File: src/rtl/rtc_pkg.sv
// rtc_pkg: shared types and constants for the real-time clock core.
// Holds the set-mode select encoding, field limits and field widths.
package rtc_pkg;

    typedef enum logic [1:0] {
        RTC_RUN      = 2'd0,
        RTC_SET_SEC  = 2'd1,
        RTC_SET_MIN  = 2'd2,
        RTC_SET_HOUR = 2'd3
    } rtc_sel_e;

    localparam int SEC_MAX  = 59;
    localparam int MIN_MAX  = 59;
    localparam int HOUR_MAX = 23;

    localparam int SEC_W  = 6;
    localparam int MIN_W  = 6;
    localparam int HOUR_W = 5;

    // An edit is valid only when exactly one of inc/dec is pulsed.
    function automatic logic is_edit(input logic i_inc, input logic i_dec);
        return i_inc ^ i_dec;
    endfunction

endpackage

File: src/rtl/rtc_wrap_cnt.sv
// rtc_wrap_cnt: modulo-(MAX+1) up/down counter with wrap in both directions.
// Ports: clk, rst (async active-low), i_en (step enable), i_up, i_down,
//        o_q (registered count), o_carry (MAX->0 on an up step).
module rtc_wrap_cnt #(
    parameter int MAX = 59,
    parameter int W   = 6
) (
    input  logic         clk,
    input  logic         rst,
    input  logic         i_en,
    input  logic         i_up,
    input  logic         i_down,
    output logic [W-1:0] o_q,
    output logic         o_carry
);

    localparam logic [W-1:0] LP_MAX = W'(MAX);

    logic [W-1:0] r_q;
    logic         w_up;
    logic         w_dn;
    logic         w_at_max;
    logic         w_at_zero;

    // Up and down together cancel out.
    assign w_up      = i_en & i_up & ~i_down;
    assign w_dn      = i_en & i_down & ~i_up;
    assign w_at_max  = (r_q == LP_MAX);
    assign w_at_zero = (r_q == '0);

    always_ff @(posedge clk or negedge rst) begin
        if (!rst) begin
            r_q <= '0;
        end else if (w_up) begin
            r_q <= w_at_max ? '0 : r_q + W'(1);
        end else if (w_dn) begin
            r_q <= w_at_zero ? LP_MAX : r_q - W'(1);
        end
    end

    assign o_q     = r_q;
    assign o_carry = w_up & w_at_max;

endmodule

File: src/rtl/rtc_core.sv
// rtc_core: 1 Hz timebase plus sec/min/hour/day keeping with a set mode.
// Ports: clk, rst (async active-low), run, sel, inc, dec -> sec, min, hour,
//        day, tick_1hz, day_wrap. Optional alarm (RTC_ALARM_EN) adds
//        alarm_en, alarm_hour, alarm_min -> alarm. All outputs are flops.
module rtc_core
    import rtc_pkg::*;
#(
    parameter int CLK_FREQ_HZ = 27000000,
    parameter int DAY_W       = 7
) (
    input  logic              clk,
    input  logic              rst,
    input  logic              run,
    input  logic [1:0]        sel,
    input  logic              inc,
    input  logic              dec,
    output logic [SEC_W-1:0]  sec,
    output logic [MIN_W-1:0]  min,
    output logic [HOUR_W-1:0] hour,
    output logic [DAY_W-1:0]  day,
    output logic              tick_1hz,
    output logic              day_wrap
`ifdef RTC_ALARM_EN
    ,
    input  logic              alarm_en,
    input  logic [HOUR_W-1:0] alarm_hour,
    input  logic [MIN_W-1:0]  alarm_min,
    output logic              alarm
`endif
);

    localparam int               PS_W  = $clog2(CLK_FREQ_HZ);
    localparam logic [PS_W-1:0]  PS_TC = PS_W'(CLK_FREQ_HZ - 1);

    rtc_sel_e          w_sel;
    logic              w_run_mode;
    logic              w_tick;
    logic              w_edit;
    logic              w_ed_sec;
    logic              w_ed_min;
    logic              w_ed_hour;
    logic              w_sec_co;
    logic              w_min_co;
    logic              w_hour_co;
    logic              w_sec_c;
    logic              w_min_c;
    logic              w_hour_c;
    logic [SEC_W-1:0]  w_sec;
    logic [MIN_W-1:0]  w_min;
    logic [HOUR_W-1:0] w_hour;

    logic [PS_W-1:0]   r_ps;
    logic [DAY_W-1:0]  r_day;
    logic              r_tick;
    logic              r_wrap;

    assign w_sel      = rtc_sel_e'(sel);
    assign w_run_mode = (w_sel == RTC_RUN);
    assign w_tick     = w_run_mode & run & (r_ps == PS_TC);

    assign w_edit    = ~w_run_mode & is_edit(inc, dec);
    assign w_ed_sec  = w_edit & (w_sel == RTC_SET_SEC);
    assign w_ed_min  = w_edit & (w_sel == RTC_SET_MIN);
    assign w_ed_hour = w_edit & (w_sel == RTC_SET_HOUR);

    // Carries only ripple on a timebase tick; a set-mode wrap stays local.
    assign w_sec_c  = w_sec_co & w_tick;
    assign w_min_c  = w_min_co & w_tick;
    assign w_hour_c = w_hour_co & w_tick;

    // Set mode pins the prescaler to 0 so the first tick after leaving
    // comes a full period later.
    always_ff @(posedge clk or negedge rst) begin
        if (!rst) begin
            r_ps <= '0;
        end else if (!w_run_mode) begin
            r_ps <= '0;
        end else if (run) begin
            r_ps <= w_tick ? '0 : r_ps + PS_W'(1);
        end
    end

    rtc_wrap_cnt #(.MAX(SEC_MAX), .W(SEC_W)) u_sec (
        .clk     (clk),
        .rst     (rst),
        .i_en    (w_tick | w_ed_sec),
        .i_up    (w_tick | (w_ed_sec & inc)),
        .i_down  (w_ed_sec & dec),
        .o_q     (w_sec),
        .o_carry (w_sec_co)
    );

    rtc_wrap_cnt #(.MAX(MIN_MAX), .W(MIN_W)) u_min (
        .clk     (clk),
        .rst     (rst),
        .i_en    (w_sec_c | w_ed_min),
        .i_up    (w_sec_c | (w_ed_min & inc)),
        .i_down  (w_ed_min & dec),
        .o_q     (w_min),
        .o_carry (w_min_co)
    );

    rtc_wrap_cnt #(.MAX(HOUR_MAX), .W(HOUR_W)) u_hour (
        .clk     (clk),
        .rst     (rst),
        .i_en    (w_min_c | w_ed_hour),
        .i_up    (w_min_c | (w_ed_hour & inc)),
        .i_down  (w_ed_hour & dec),
        .o_q     (w_hour),
        .o_carry (w_hour_co)
    );

    always_ff @(posedge clk or negedge rst) begin
        if (!rst) begin
            r_day  <= '0;
            r_tick <= 1'b0;
            r_wrap <= 1'b0;
        end else begin
            r_tick <= w_tick;
            r_wrap <= w_hour_c;
            if (w_hour_c) begin
                r_day <= r_day + DAY_W'(1);
            end
        end
    end

    assign sec      = w_sec;
    assign min      = w_min;
    assign hour     = w_hour;
    assign day      = r_day;
    assign tick_1hz = r_tick;
    assign day_wrap = r_wrap;

`ifdef RTC_ALARM_EN
    logic [MIN_W-1:0]  w_min_nxt;
    logic [HOUR_W-1:0] w_hour_nxt;
    logic              w_alarm_hit;
    logic              r_alarm;

    // Fires only on a tick that lands on second 0 of the alarm minute.
    assign w_min_nxt   = (w_min == MIN_W'(MIN_MAX)) ? '0 : w_min + MIN_W'(1);
    assign w_hour_nxt  = w_min_c ?
                         ((w_hour == HOUR_W'(HOUR_MAX)) ? '0 : w_hour + HOUR_W'(1)) :
                         w_hour;
    assign w_alarm_hit = w_sec_c & alarm_en &
                         (w_min_nxt == alarm_min) & (w_hour_nxt == alarm_hour);

    always_ff @(posedge clk or negedge rst) begin
        if (!rst) begin
            r_alarm <= 1'b0;
        end else begin
            r_alarm <= w_alarm_hit;
        end
    end

    assign alarm = r_alarm;
`endif

endmodule

File: config.mk
export PLATFORM = sky130hd
export DESIGN_NAME = rtc_core
export DESIGN_NICKNAME = d
export VERILOG_FILES = /design/src/rtl/rtc_pkg.sv /design/src/rtl/rtc_wrap_cnt.sv /design/src/rtl/rtc_core.sv
export SDC_FILE = /design/constraint.sdc
export NUM_CORES = 1
export LEC_CHECK = 0
export CAP_MARGIN = 20
export CORE_MARGIN = 2
export CORE_UTILIZATION = 53
export CTS_BUF_LIST = sky130_fd_sc_hd__clkbuf_8 sky130_fd_sc_hd__clkbuf_16
export DETAILED_ROUTE_END_ITERATION = 10
export GPL_TIMING_DRIVEN = 0
export PLACE_DENSITY = 0.75
export SYNTH_ARGS = -nofsm -noshare
export SYNTH_HDL_FRONTEND = slang
export SYNTH_SLANG_ARGS = --single-unit
File: constraint.sdc
create_clock -name clk -period 2.44 [get_ports clk]
set_clock_uncertainty 0.15 [all_clocks]
set_input_delay 0.366 -clock clk [delete_from_list [all_inputs] [get_ports clk]]
set_output_delay 0.366 -clock clk [all_outputs]
set_load 0.005 [all_outputs]
Word-level counts from Yosys, hierarchy flattened

Index checks and enable logic that the tools add are counted.

Shift-type cells: 0
Magnitude comparators: 0
Reduce and logical (&&, ||, !) cells: 7
Bitwise operators: 44
Eq/ne operators: 8
$mul: 0
Add/subtract/negate cells: 8
Multiplexer cells: 15
Divide/modulo/power cells: 0

Operators by type and width:

| kind                    | count |
|---|---|
| $mux W25                | 3 |
| $mux W6                 | 8 |
| $and A1 B1 Y1           | 30 |
| $add A25 B1 Y25 const B | 1 |
| $eq A25 B25 Y1 const B  | 1 |
| $mux W5                 | 4 |
| $add A6 B1 Y6 const B   | 2 |
| $eq A6 B6 Y1 const B    | 2 |
| $logic_not A6 Y1        | 2 |
| $sub A6 B1 Y6 const B   | 2 |
| $add A7 B1 Y7 const B   | 1 |
| $not A1 Y1              | 7 |
| $or A1 B1 Y1            | 6 |
| $reduce_bool A2 Y1      | 3 |
| $add A5 B1 Y5 const B   | 1 |
| $eq A5 B5 Y1 const B    | 1 |
| $logic_not A5 Y1        | 1 |
| $sub A5 B1 Y5 const B   | 1 |
| $eq A2 B2 Y1 const B    | 2 |
| $eq A2 B1 Y1 const B    | 1 |
| $logic_not A2 Y1        | 1 |
| $ne A2 B2 Y1 const B    | 1 |
| $xor A1 B1 Y1           | 1 |

Output and inout bits: 26
Memories: 0
Bits in read-only memories: 0
Latch bits: 0
Bits in registers: 51
Memory bits (writable): 0

Logic depth before layout (Yosys ltp)

Gate-level depths: netlist (run 1).

Depth after elaboration: 20
Depth in mapped cells: 8
Depth with buffers taken out: 7

Modules after synthesis

Synthesis (run 1) repeated with hierarchy kept, for this count alone.

Cell total of the unflattened synthesis: 417
Area, all modules: 3592.2 um^2

Modules (own cells, without submodules):

| module                   | instances | cells each | area an instance (um^2) |
|---|---|---|---|
| rtc_core                 | 1         | 231        | 2049.5 |
| rtc_wrap_cnt (u_min ...) | 2         | 64         | 530.5 |
| rtc_wrap_cnt (u_hour)    | 1         | 58         | 481.7 |

Worst setup path after synthesis (run 1)

No wires, ideal clock.

Path type: reg2reg
From: register r_ps[0]
To: register u_min.r_q[3] (netlist: u_min.o_q[3])
Slack: 0.351 ns
Required time: 2.166 ns
Arrival time: 1.815 ns
Cell stages (with the launch flop): 9
Clock period less this slack: 2.089 ns
Path buffers: 1
Path through: dfrtp_1 -> ha_1 -> and3_1 -> nand4_2 -> nor2_2 -> buf_6 -> a21boi_2 -> a31oi_1 -> a211o_1

Longest elaborated chain between the ends: 11
Elaborated cells on any way between the ends: 17
Classes of those cells: eq/ne: 1; mux: 1; bitwise: 14; reduce/logical: 1

Ends and longest elaborated chain:

| item                                          | RTL line                               | text |
|---|---|---|
| start, declared                               | rtc_core.sv:52                         | `logic [PS_W-1:0] r_ps;` |
| start signal, assigned                        | rtc_core.sv:79                         | `r_ps <= w_tick ? '0 : r_ps + PS_W'(1);` |
| $eq A25 B25 Y1 *                              | rtc_core.sv:59                         | `assign w_tick = w_run_mode & run & (r_ps == PS_TC);` |
| $and A1 B1 Y1 *                               | rtc_core.sv:59                         |  |
| named net w_tick                              | rtc_core.sv:37                         | `logic w_tick;` |
| $or A1 B1 Y1, on equally long branches        | rtc_core.sv:86, rtc_core.sv:87         |  |
| $and A1 B1 Y1 (2 in series)                   | rtc_wrap_cnt.sv:26                     | `assign w_up = i_en & i_up & ~i_down;` |
| $and A1 B1 Y1                                 | rtc_wrap_cnt.sv:42                     | `assign o_carry = w_up & w_at_max;` |
| $and A1 B1 Y1 *                               | rtc_core.sv:67                         | `assign w_sec_c = w_sec_co & w_tick;` |
| $or A1 B1 Y1, on equally long branches        | rtc_core.sv:96, rtc_core.sv:97         |  |
| $and A1 B1 Y1, or another cell as far along   | rtc_wrap_cnt.sv:26                     |  |
| $and A1 B1 Y1, on equally long branches       | rtc_wrap_cnt.sv:26, rtc_wrap_cnt.sv:27 |  |
| $mux W6 or $reduce_bool A2 Y1 (tied branches) | --                                     |  |
| end signal, assigned                          | rtc_wrap_cnt.sv:35                     | `r_q <= w_at_max ? '0 : r_q + W'(1);` |
| end signal, assigned                          | rtc_wrap_cnt.sv:37                     | `r_q <= w_at_zero ? LP_MAX : r_q - W'(1);` |
| end, declared                                 | rtc_wrap_cnt.sv:19                     | `logic [W-1:0] r_q;` |

Mark *: on every way through the listed nets, which the timed path passes. The rest lies on a longest branch.
A chain may end at the register's enable or synchronous reset.

Worst setup path after layout (run 1)

From: input run
To: register u_hour.r_q[4] (netlist: u_hour.o_q[4])

Longest elaborated chain between the ends: 16
Elaborated cells on any way between the ends: 23
Classes of those cells: mux: 1; bitwise: 21; reduce/logical: 1

Ends and longest elaborated chain:

| item                                          | RTL line                               | text |
|---|---|---|
| start, declared                               | rtc_core.sv:13                         | `input logic run,` |
| $and A1 B1 Y1 * (2 in series)                 | rtc_core.sv:59                         |  |
| named net w_tick                              | rtc_core.sv:37                         |  |
| $or A1 B1 Y1, on equally long branches        | rtc_core.sv:86, rtc_core.sv:87         |  |
| $and A1 B1 Y1 (2 in series)                   | rtc_wrap_cnt.sv:26                     |  |
| $and A1 B1 Y1                                 | rtc_wrap_cnt.sv:42                     |  |
| $and A1 B1 Y1                                 | rtc_core.sv:67                         |  |
| $or A1 B1 Y1, on equally long branches        | rtc_core.sv:96, rtc_core.sv:97         |  |
| $and A1 B1 Y1 (2 in series)                   | rtc_wrap_cnt.sv:26                     |  |
| $and A1 B1 Y1                                 | rtc_wrap_cnt.sv:42                     |  |
| $and A1 B1 Y1 *                               | rtc_core.sv:68                         | `assign w_min_c = w_min_co & w_tick;` |
| $or A1 B1 Y1, on equally long branches        | rtc_core.sv:106, rtc_core.sv:107       |  |
| $and A1 B1 Y1, or another cell as far along   | rtc_wrap_cnt.sv:26                     |  |
| $and A1 B1 Y1, on equally long branches       | rtc_wrap_cnt.sv:26, rtc_wrap_cnt.sv:27 |  |
| $mux W5 or $reduce_bool A2 Y1 (tied branches) | --                                     |  |
| end signal, assigned                          | rtc_wrap_cnt.sv:35                     |  |
| end signal, assigned                          | rtc_wrap_cnt.sv:37                     |  |
| end, declared                                 | rtc_wrap_cnt.sv:19                     |  |

Marked as above.

==> results of run 1 <==
[state kept, by name, summed over array words and instances (netlist names)]
| signal | flops |
|---|---|
| day | 7 |
| day_wrap | 1 |
| r_ps | 25 |
| tick_1hz | 1 |
| u_hour.o_q | 5 |
| u_min.o_q | 6 |
| u_sec.o_q | 6 |
[final cells by class]
cell class                      count  share of cell area
Tap cell                           75              0.0242
Buffer                             16              0.0225
Clock inverter                      3             0.00741
Inverter                           14              0.0135
Clock buffer                        5              0.0177
Multi-Input combinational cell    300               0.497
Sequential cell                    51               0.330
Timing Repair Buffer               34              0.0876
[worst reg2reg max path: stages (launching register included)]
cell and delay (ns):
dfrtp_2 0.46, ha_1 0.27, nor2b_1 0.16, nand4_1 0.23, a21oi_4 0.13, buf_4 0.15, a21o_2 0.24, a221oi_1 0.31
o21ai_1 0.11
[through the flow]
step                hold slack [ns]  cells  setup TNS [ns]  utilization
CTS                           0.304    496               0        0.641
finish                        0.310    498               0        0.648
detailed placement            0.169    487           -3.60        0.623
global placement              0.305    486          -39.65        0.620
floorplan                   -0.0796    381               0            -
global route                  0.339    498         -0.0434        0.648
[cell usage after synthesis (all sizes together), types with 2 or more instances]
master   count
ha          10
a211o        3
nand4       10
or2          3
o221ai       2
nor4b        2
nor2b        7
a311oi       2
o211ai       2
nand2       47
and4         4
o311ai       2
nor3        15
and3         5
nor4         2
clkbuf       6
a31oi        9
a21oi       25
nand3b       3
a21o         3
o21a         6
nand2b       3
nand3       22
buf         10
nor2        20
inv         14
o41ai        3
a2bb2oi      2
xor2         9
dfrtp       51
o21ai       44
o31ai        5
or3          3
xnor2        8
nand4b       2
nor3b        3
[worst paths after layout]
check / from / end / slack, ns / depth (start not counted)
max in group asynchronous: rst / u_sec.o_q[0] / 1.24 / 3
min in group asynchronous: rst / day[6] / 0.35 / 2
setup reg to reg: u_sec.o_q[0] / u_hour.o_q[4] / 0.13 / 8
hold reg to reg: day[6] / day[6] / 0.32 / 1
hold / removal: sel[1] / u_hour.o_q[1] / 0.31 / 3
setup / recovery: run / u_hour.o_q[4] / 0.13 / 8
[per-layer routing]
metal / global-route usage / vias to the layer above / share of wire
met5: 0 / - / 0
met4: 0.0686 / 0 / 0.0081
met3: 0.0368 / 6 / 0.048
met2: 0.380 / 89 / 0.49
met1: 0.327 / 1463 / 0.45
li1: - / 1475 / -
[cells by family (layout without fill, tap and decap cells)]
family	Yosys count	count (layout)	share of synthesized area
mux	1	1	0.00301
compound gates	118	118	0.231
fa+ha+maj	10	10	0.0377
xor+xnor	17	17	0.0448
simple gates	154	154	0.258
flops	51	51	0.384
buf+inv	30	72	0.0414
[what timing repair did]
item / in CTS / in global routing
setup endpoints to repair: 0 / 26
hold endpoints to repair: 15 / 0
gates resized for setup: 0 / 10
setup buffers: 0 / 2
hold buffers: 1 / 0
[power by group through the flow]
stage                     clock network [mW]  registers [mW]  logic [mW]
after floorplan                            0            1.13       0.597
after global placement                     0            1.15       0.960
after detailed placement                   0            1.16       0.994
after CTS                              0.550            1.14        1.00
after global routing                   0.574            1.18        1.13
final                                  0.530            1.14        1.00
==> flow_summary.ini, run 1 <==
[outcome]
status = completed

[setup_path]
path_max_fanout = 10
cp-end-kind = register
cp_slowest_stage_delay_ns = 0.52
cp_num_buf_inv = 2
startpoint_type = primary input
critPathTopFamily = simple AND/OR/NAND/NOR gates
cpMaxStageDelayCell = clkdlybuf4s50_1
required_ns = 2.49
path_class = in2reg
cp.arrival_ns = 2.37
cp_cell_sequence = clkdlybuf4s50_1 -> nor3b_4 -> nand4_4 -> nor2_2 -> buf_6 -> nand2_1 -> a221oi_1 -> o21ai_1

[power_and_ir_drop]
peakVddDrop_mv = 0.515
p_int_mw = 1.69
cellPowerDensity_nw_per_um2 = 688
power_frac_comb = 0.374
power_frac_clock = 0.198
p_sw_frac = 0.367
power_mw = 2.67
leakage_nw = 1.60
seq_power_share = 0.428
switching_power_mw = 0.982

[clocking]
root_buffer = clkbuf_8
h-tree-depth = 2
clk_latency_ns = 0.31
numCtsBuffers = 5
numClockSinks = 51
clkTransAtPathRegs_ns = 0.11
cts_tree = yes
ctsLongestPathBuffers = 2

[synthesis]
syn_area_sq_um = 3320
yosys-top-cells-area = dfrtp_1, o21ai_0, nand2_1
synth_edf_count = 0
synth_cell_types = 65
synth_seq_area_share = 0.384
ys.flop_type = dfrtp_1
synth_warnings = 0
yosysTopAreaCellShare = 0.384
ys_ff_latch = 51
synthCells = 381
async_flop_share = 1.00
synth_fp_nets = 398
avgSynthCellArea_sq_um = 8.72
yosys.area.top_type = dfrtp_1

[sta]
fin_crit_sh = 0.948
grt_setup_unrepaired = true
fin_ws_ns = 0.126
fin_crit_ns = 2.31
final_max_slew_viol_count = 0
report.final.hold_viol_count = 0
relSlewSlack = 0.597
worst_slew_pin_slew_ns = 0.604
max_freq_mhz = 432
setup_viol = 0

[die]
row_count = 28
io_pins = 33
core_sq_um = 5990
die_area_sq_um = 6920
die_x_microns = 83.2
initial_core_util = 0.555
die_h_microns = 83.2

[drt]
via_per_inst = 6.09
wirelength_microns = 7610
wire_per_inst_microns = 15.3
dr.pass1.iters = 5
vias = 3033
antenna_left = 0
drtIter0Drc = 130
drcViolationCount = 0

[layout]
synthToLayoutAreaGrowth_pct = 16.9
fin_nets = 439
seqCellArea_sq_um = 1280
multi_input_area_sq_um = 1930
design_area_sq_um = 3880
fillers = 510
antenna_cells = 0
drive_above_1_share = 0.118
final_cell_mix = nand2_1, dfrtp_1, o21ai_0

[grt]
grt_max_degree = 37
antenna_found_initial = 0
grt_pass1_wl_microns = 13700
grt_usage = 0.235
grt_pass1_vias = 2887
grt-ovfl-total = 0

[placed_design]
portBuffers = 30
hpwl_microns = 5520
postPlaceCellArea_sq_um = 3730
pre_cts_ws_ns = -0.217
gp_congestion = 0.873

[flow_run]
drv_cap = 0

[min_path]
hold_path_class = in2reg
Note: power is estimated with default switching activity, not from simulation.
==> run 2, diff against run 1 <==
Settings changed: HOLD_SLACK_MARGIN set to 0.05.
==> results of run 2 <==
Same layout as run 1: the final DEF is identical, and so are final timing and power.
==> run 3, diff against run 2 <==
Settings changed: ABC_CLOCK_PERIOD_IN_PS set to 2440, CORE_MARGIN 2 to 1.5, SETUP_SLACK_MARGIN set to 0.2.
==> flow_summary.ini, run 3 (synthesis results as in run 1) <==
[outcome]
status = completed

[sta]
fin_crit_ns = 2.14
final_max_slew_viol_count = 0
grt_setup_unrepaired = true
relSlewSlack = 0.635
finalSetupTns_ns = 0
fin_crit_sh = 0.879
report.final.hold_viol_count = 0
setup_viol = 0
fin_ws_ns = 0.296
max_freq_mhz = 466
hold_ws_ns = 0.329
worst_slew_pin_slew_ns = 0.547

[layout]
largest_reg_flops = 25
largest-register = r_ps
fin_nets = 450
fillers = 474
drive_above_1_share = 0.173
final_util = 0.683
synthToLayoutAreaGrowth_pct = 23.2
layout_commonest_cell = nand2_1
final_cell_mix = nand2_1, dfrtp_1, o21ai_0
antenna_cells = 0
design_area_sq_um = 4090

[drt]
dr.pass1.iters = 4
drtIter0Drc = 146
via_per_inst = 6.06
vias = 3087
antenna_left = 0
wirelength_microns = 7810
drcViolationCount = 0
wire_per_inst_microns = 15.3

[die]
row_count = 28
die_h_microns = 82.2
initial_core_util = 0.555
die_x_microns = 82.2
core_sq_um = 5990
io_pins = 33
die_area_sq_um = 6750

[placed_design]
portBuffers = 30
hpwl_microns = 5350
pre_cts_ws_ns = -0.200
gp_congestion = 0.893
postPlaceCellArea_sq_um = 3730

[power_and_ir_drop]
leakage_nw = 1.68
p_int_mw = 1.94
peakVddDrop_mv = 0.569
cellPowerDensity_nw_per_um2 = 709
switching_power_mw = 0.966
p_sw_frac = 0.333
power_frac_comb = 0.374
seq_power_share = 0.390
power_frac_clock = 0.236

[setup_path]
cp_num_buf_inv = 1
cp_cell_sequence = clkdlybuf4s50_1 -> nor3b_4 -> nand4_4 -> nor3_4 -> o211ai_4 -> nor3_2 -> xor2_1
reg2reg_to = u_min.o_q[3]
startpoint_type = primary input
rrSetupSlack_ns = 0.31
rr_worst_depth = 8
path_max_fanout = 7
worstReg2RegStart = r_ps[0]
cp_slowest_stage_delay_ns = 0.53
critPathTopFamily = simple AND/OR/NAND/NOR gates
crit_cells = 7
required_ns = 2.52
cp-end-kind = register
cp.arrival_ns = 2.22
path_class = in2reg
cpMaxStageDelayCell = clkdlybuf4s50_1

[min_path]
hold_path_class = reg2reg
min_from = day[6]
min_to = day[6]
hold-path-cell-count = 1

[grt]
antenna_found_initial = 0
grt_usage = 0.243
grt_pass1_vias = 2676
grt_pass1_wl_microns = 12700
grt-ovfl-total = 0
grt_max_degree = 37

[clocking]
clkTransAtPathRegs_ns = 0.09
h-tree-depth = 2
root_buffer = clkbuf_8
numCtsBuffers = 5
cts_tree = yes
numClockSinks = 51
clk_latency_ns = 0.30
ctsLongestPathBuffers = 2

[flow_run]
drv_cap = 0
-- run 3: cell types whose count changed in the layout (fill, tap and decap cells not counted), sizes merged --
cell    delta
buf       +11
bufinv     +2
clkinv     -2
-- run 3: layout make-up --
type	count	area [sq um]	share of cell area
repair buffers	45	435	0.106
clock buffers	5	68.8	0.0168
inverters	14	52.6	0.0128
well taps	75	93.8	0.0229
plain buffers	16	90.1	0.0220
clock inverters	3	63.8	0.0156
multi-input cells	300	2000	0.490
flip-flops and latches	51	1280	0.314
-- run 3: how the worst max path moves through the flow --
stage                    to  slack, ns     from
3_3_place_gp   u_sec.o_q[1]      -0.70      rst
5_1_grt            r_ps[13]       0.16      run
2_1_floorplan  u_min.o_q[3]       0.35  r_ps[0]
6_report             day[5]       0.30      run
4_1_cts             r_ps[1]       0.19  r_ps[1]
3_5_place_dp       r_ps[13]      -0.20      run
-- run 3: repair_timing --
| action | CTS | global route |
|---|---|---|
| pin swaps | 1 | 3 |
| setup buffers | 4 | 9 |
| endpoints found under the hold margin | 15 | 0 |
| hold buffers | 1 | 0 |
| endpoints found under the setup margin | 22 | 44 |
| resized for setup | 7 | 23 |
-- run 3: per-stage QoR --
step	power, mW	std cells
floorplan	1.73	381
global route	3.12	509
CTS	2.85	500
global placement	2.11	486
finish	2.90	509
detailed placement	2.15	487
-- run 3: power groups by stage --
stage               Combinational (mW)  Sequential (mW)  Clock [mW]
CTS                               1.00             1.14       0.703
global placement                 0.961             1.15           0
global route                      1.24             1.15       0.726
finish                            1.09             1.13       0.685
floorplan                        0.597             1.13           0
detailed placement               0.994             1.15           0
-- run 3: metal layers --
layer | track usage | vias to the layer above | share of wire
met5 | 0 | - | 0
met1 | 0.343 | 1486 | 0.46
met4 | 0.0661 | 0 | 0.015
met3 | 0.0330 | 10 | 0.042
li1 | - | 1506 | -
met2 | 0.391 | 85 | 0.49
